--- src/rtl/alu_seq_pkg.sv ---
// alu_seq_pkg: shared definitions for the ALU command sequencer.
//   - opcode constants for the 8-bit, 4-bit-opcode ALU
//   - sequencer FSM state encoding
//   - op_has_carry(): which opcodes report a meaningful carry
package alu_seq_pkg;

    localparam logic [3:0] OP_ADD     = 4'h0;
    localparam logic [3:0] OP_SUB     = 4'h1;
    localparam logic [3:0] OP_AND     = 4'h2;
    localparam logic [3:0] OP_OR      = 4'h3;
    localparam logic [3:0] OP_XOR     = 4'h4;
    localparam logic [3:0] OP_NAND    = 4'h5;
    localparam logic [3:0] OP_NOR     = 4'h6;
    localparam logic [3:0] OP_XNOR    = 4'h7;
    localparam logic [3:0] OP_ADD_INC = 4'h8;
    localparam logic [3:0] OP_SUB_DEC = 4'h9;
    localparam logic [3:0] OP_NOT_A   = 4'hA;
    localparam logic [3:0] OP_NOT_B   = 4'hB;
    localparam logic [3:0] OP_PASS_A  = 4'hC;
    localparam logic [3:0] OP_PASS_B  = 4'hD;
    localparam logic [3:0] OP_ZERO    = 4'hE;
    localparam logic [3:0] OP_NOT_NOT = 4'hF;

    typedef enum logic [1:0] {
        ST_IDLE  = 2'd0,
        ST_DRIVE = 2'd1,
        ST_RESP  = 2'd2
    } seq_state_t;

    // Only the add/sub family (0x0, 0x1, 0x8, 0x9) produces a real carry;
    // for the logical opcodes the ALU carry pin is meaningless.
    function automatic logic op_has_carry(input logic [3:0] op);
        return (op[2:1] == 2'b00);
    endfunction

endpackage

--- src/rtl/alu_cmd_seq.sv ---
// alu_cmd_seq: command sequencer in front of a combinational 8-bit ALU.
// Accepts a command (operands + opcode) on a valid/ready channel, holds it
// on registered ALU inputs for WAIT_CYC cycles, captures result and masked
// carry, and returns them on a valid/ready response channel.
//
// Ports:
//   clk, rst                      clock, async active-high reset
//   cmd_valid/cmd_ready           command handshake
//   cmd_a, cmd_b, cmd_op          operands and opcode
//   cmd_chain                     use accumulator as operand A (ALU_CHAIN_EN)
//   alu_bin1, alu_bin2, alu_opcode registered ALU inputs
//   alu_out, alu_carry            ALU result and carry
//   rsp_valid/rsp_ready           response handshake
//   rsp_data, rsp_carry, rsp_op   captured response
//   done_cnt                      completed responses, wraps at 16 bits
//
// Build option: define ALU_CHAIN_EN to build the result accumulator and
// honour cmd_chain. Without it cmd_chain is ignored.
//
// state    | meaning
// ---------+-----------------------------------------------
// ST_IDLE  | ready for a command, ALU inputs keep last value
// ST_DRIVE | ALU inputs held, wait counter running
// ST_RESP  | response presented, waiting for rsp_ready
module alu_cmd_seq
    import alu_seq_pkg::*;
#(
    parameter int unsigned WAIT_CYC = 1
) (
    input  logic        clk,
    input  logic        rst,
    input  logic        cmd_valid,
    output logic        cmd_ready,
    input  logic [7:0]  cmd_a,
    input  logic [7:0]  cmd_b,
    input  logic [3:0]  cmd_op,
    input  logic        cmd_chain,
    output logic [7:0]  alu_bin1,
    output logic [7:0]  alu_bin2,
    output logic [3:0]  alu_opcode,
    input  logic [7:0]  alu_out,
    input  logic        alu_carry,
    output logic        rsp_valid,
    input  logic        rsp_ready,
    output logic [7:0]  rsp_data,
    output logic        rsp_carry,
    output logic [3:0]  rsp_op,
    output logic [15:0] done_cnt
);

    localparam logic [3:0] WAIT_LOAD = 4'(WAIT_CYC - 1);

    seq_state_t state;
    logic [3:0] wait_cnt;
    logic [7:0] bin1_next;
    logic       rsp_fire;

    // Gated by rst so nothing is accepted while reset is asserted.
    assign cmd_ready = (state == ST_IDLE) && !rst;
    assign rsp_fire  = rsp_valid && rsp_ready;

`ifdef ALU_CHAIN_EN
    logic [7:0] acc;

    always_ff @(posedge clk or posedge rst) begin
        if (rst) begin
            acc <= 8'h00;
        end else if (state == ST_RESP && rsp_fire) begin
            acc <= rsp_data;
        end
    end

    assign bin1_next = cmd_chain ? acc : cmd_a;
`else
    logic unused_chain;

    assign unused_chain = cmd_chain;
    assign bin1_next    = cmd_a;
`endif

    always_ff @(posedge clk or posedge rst) begin
        if (rst) begin
            state      <= ST_IDLE;
            wait_cnt   <= 4'd0;
            alu_bin1   <= 8'h00;
            alu_bin2   <= 8'h00;
            alu_opcode <= 4'h0;
            rsp_valid  <= 1'b0;
            rsp_data   <= 8'h00;
            rsp_carry  <= 1'b0;
            rsp_op     <= 4'h0;
            done_cnt   <= 16'h0000;
        end else begin
            case (state)
                ST_IDLE: begin
                    if (cmd_valid && cmd_ready) begin
                        alu_bin1   <= bin1_next;
                        alu_bin2   <= cmd_b;
                        alu_opcode <= cmd_op;
                        wait_cnt   <= WAIT_LOAD;
                        state      <= ST_DRIVE;
                    end
                end
                ST_DRIVE: begin
                    if (wait_cnt == 4'd0) begin
                        rsp_data  <= alu_out;
                        rsp_op    <= alu_opcode;
                        rsp_carry <= alu_carry & op_has_carry(alu_opcode);
                        rsp_valid <= 1'b1;
                        state     <= ST_RESP;
                    end else begin
                        wait_cnt <= wait_cnt - 4'd1;
                    end
                end
                ST_RESP: begin
                    if (rsp_fire) begin
                        rsp_valid <= 1'b0;
                        done_cnt  <= done_cnt + 16'd1;
                        state     <= ST_IDLE;
                    end
                end
                default: state <= ST_IDLE;
            endcase
        end
    end

endmodule

--- config.mk ---
export PLATFORM = sky130hd
export DESIGN_NAME = alu_cmd_seq
export DESIGN_NICKNAME = d
export VERILOG_FILES = /design/src/rtl/alu_seq_pkg.sv /design/src/rtl/alu_cmd_seq.sv
export SDC_FILE = /design/constraint.sdc
export NUM_CORES = 1
export LEC_CHECK = 0
export ABC_AREA = 1
export ABC_CLOCK_PERIOD_IN_PS = 2400
export CORE_ASPECT_RATIO = 1.75
export CORE_UTILIZATION = 47
export CTS_BUF_LIST = sky130_fd_sc_hd__clkbuf_4
export DETAILED_ROUTE_END_ITERATION = 8
export GPL_ROUTABILITY_DRIVEN = 0
export GPL_TIMING_DRIVEN = 0
export PLACE_DENSITY = 0.83
export SLEW_MARGIN = 0
export SYNTH_ARGS = -nofsm -noshare
export SYNTH_HDL_FRONTEND = slang
export SYNTH_SLANG_ARGS = --single-unit
--- constraint.sdc ---
create_clock -name clk -period 2.4 [get_ports clk]
set_clock_uncertainty 0.2 [all_clocks]
set_input_delay 0.24 -clock clk [delete_from_list [all_inputs] [get_ports clk]]
set_output_delay 0.24 -clock clk [all_outputs]
set_load 0.005 [all_outputs]
==> results.json <==
{
  "status": "finished with violations",
  "violations": "design-rule violations",
  "grt_usage_pct": 21.9,
  "pin_count": 85,
  "critPathLaunchType": "flip-flop",
  "grt_pass1_wl_um": 9560,
  "yosys-top-cells-area": "dfrtp_1 57%, nand2_1 13%, nand3_1 5.3%, inv_1 3.9%, o21ai_0 2.8%",
  "cp_cell_sequence": "nor3_4 -> buf_4 -> clkdlybuf4s50_1",
  "synth_top_area_share_pct": 56.6,
  "clockRootBuffer": "clkbuf_4",
  "layout_setup_ws_ns": 0.146,
  "p_sw_mw": 1.09,
  "antenna_found_initial": 0,
  "drtPass1Iterations": 6,
  "post_cts_resized": 0,
  "period_needed_ns": 2.25,
  "core_area_um2": 5020,
  "die_h_um": 98.0,
  "final_max_slew_viol_count": 0,
  "synth-seq-cells": 56,
  "synth_area_um2": 2470,
  "drt_iter0_drc": 99,
  "portBuffers": 82,
  "ys_seq_area_share_pct": 56.6,
  "cp.arrival_ns": 1.81,
  "wl_per_cell_um": 13.3,
  "grt.overflow.total": 0,
  "hold_viol": 0,
  "vias": 2141,
  "slew_headroom_pct": 70.4,
  "cap_violations": 0,
  "ir_drop_uv": 583,
  "ys_types": 27,
  "yosys_warnings": 0,
  "clockPowerShare_pct": 12.5,
  "setup_violations": 0,
  "vias_per_cell": 5.10,
  "htreeDepth": 2,
  "worstPathRequired_ns": 1.96,
  "clock_path_buffers": 2,
  "pre_cts_ws_ns": 0.0634,
  "clkSlewWorstSetupHoldPaths_ns": 0.16,
  "swShare_pct": 33.2,
  "num-nets-final": 402,
  "cts_tree": "yes",
  "cp_max_fo": 10,
  "sequentialPowerShare_pct": 45.4,
  "antennaDiodeCount": 0,
  "pwr-share-comb_pct": 42.2,
  "endpoint_kind": "primary output",
  "rsz0062_at_grt": "no",
  "worst_slew_pin_slew_ns": 0.444,
  "die_area_um2": 5570,
  "grt_pass1_vias": 2159,
  "area_growth_pct": 39.7,
  "die_width_um": 56.9,
  "ant_nets": 0,
  "drive_gt1_share_pct": 7.92,
  "cts_sinks": 56,
  "drcViolationCount": 16,
  "cts-buffers-inserted": 5,
  "start_util_pct": 49.3,
  "critPathBufInv": 2,
  "dp_hpwl_um": 4250,
  "syn_inst": 273,
  "fmax_ghz": 0.444,
  "cpPeakStageDelay_ns": 0.51,
  "p_per_area_nw_per_um2": 948,
  "power.internal_mw": 2.19,
  "period_share_pct": 93.9,
  "place_area_um2": 3380,
  "syn-num-nets": 310,
  "synth_largest_area_cell": "dfrtp_1",
  "grt_max_degree": 40,
  "syn_area_per_cell_um2": 9.07,
  "routed_wl_um": 5580,
  "cp_top_family": "buffers and inverters",
  "p_leak_nw": 1.66,
  "design_area_um2": 3460,
  "critical_path_class": "flip-flop to primary output",
  "worstSkewPairLatency_ns": 0.38,
  "rows": 34,
  "hold_path.class": "primary input to asynchronous set/reset pin",
  "critPathSlowestCell": "clkdlybuf4s50_1"
}
## layout by cell type (no fill, tap or decap), drive strengths merged
cell            n
clkinvlp        1
buf             9
clkbuf          7
o21ai          14
inv            26
o21bai          1
nor2           20
and2            1
a21oi           5
nand2          91
ha              3
nand3          28
xnor2           4
clkinv          1
dlygate4sd3     1
xor2            6
nor3            3
dfrtp          56
clkdlybuf4s50  82
nand3b          2
nand4           5
## state kept, by name, indices dropped and copies added, names as in the netlist
| register | flops |
|---|---|
| alu_bin1 | 8 |
| done_cnt | 16 |
| rsp_op | 4 |
| state | 2 |
| rsp_data | 8 |
| alu_opcode | 4 |
| rsp_valid | 1 |
| rsp_carry | 1 |
| alu_bin2 | 8 |
| wait_cnt | 4 |
## worst paths after layout
path | startpoint | to | slack (ns) | cells past startpoint
max | state[1] | cmd_ready | 0.15 | 3
min | rst | done_cnt[6] | 0.03 | 2
max reg2reg | state[0] | done_cnt[15] | 0.68 | 8
min reg2reg | alu_bin1[7] | alu_bin1[7] | 0.29 | 2
max in group asynchronous | rst | alu_bin2[2] | 1.43 | 3
min in group clk | cmd_b[4] | alu_bin2[4] | 0.20 | 3
## synth_stat cells, drive strengths merged
cell type	number
a21oi	5
and2	1
buf	7
clkbuf	1
dfrtp	56
ha	3
inv	26
nand2	91
nand3	28
nand3b	2
nand4	5
nor2	20
nor3	3
o21ai	14
o21bai	1
xnor2	4
xor2	6
## layer usage
metal | GRT usage [%] | vias up | part of all wire, % | wire (µm)
met4 | 10.7 | 0 | 3.2 | 181
met1 | 23.9 | 1013 | 38 | 2100
li1 | - | 1043 | - | -
met5 | 0 | - | 0 | 0
met2 | 39.8 | 72 | 54 | 3010
met3 | 3.84 | 13 | 5.2 | 288
## cell type report
cell class | count | area [µm²]
Clock inverter | 2 | 11.3
Fill cell | 408 | 1560
Buffer | 8 | 53.8
Timing Repair Buffer | 85 | 858
Clock buffer | 6 | 45.0
Sequential cell | 56 | 1400
Multi-Input combinational cell | 183 | 922
Inverter | 26 | 97.6
Tap cell | 54 | 67.6
## timing repair
item,in CTS,in global routing
hold endpoints to repair,6,0
endpoints found under the setup margin,1,0
hold buffers,1,0
buffers inserted,1,0
## power groups by stage
stage	Combinational [mW]	Sequential, mW	Clock (mW)
2_1_floorplan	0.549	1.51	0
3_3_place_gp	1.33	1.49	0
3_5_place_dp	1.38	1.50	0
4_1_cts	1.40	1.48	0.419
5_1_grt	1.53	1.53	0.449
6_report	1.38	1.49	0.409
## kinds of logic after synthesis
family                     share of synthesized area [%]
and+or+nand+nor                                     27.6
DFF                                                 56.6
buffers and inverters                               6.12
AOI/OAI and AO/OA                                   4.60
xor gates and xnor gates                            3.54
adders and majority gates                           1.52
## metrics by stage
stage	utilization [%]	std cells	TNS, ns	power, mW	hold slack [ns]
after floorplan	-	273	0	2.06	0.181
after global placement	67.0	409	-26.82	2.83	0.254
after detailed placement	67.4	410	0	2.88	0.258
after CTS	68.9	420	0	3.30	0.0424
after global routing	68.9	420	0	3.51	0.0499
final	68.9	420	0	3.28	0.0344
## worst reg2reg max path: stages (launching register included)
cell and delay (ns):
dfrtp_1 0.43, inv_1 0.14, nand2_1 0.08, nor2_2 0.12, nand3_1 0.23, nor2_1 0.26, nand2_1 0.07, nand2_1 0.06
nand2_1 0.05
Power figures use the tool's default switching activity.
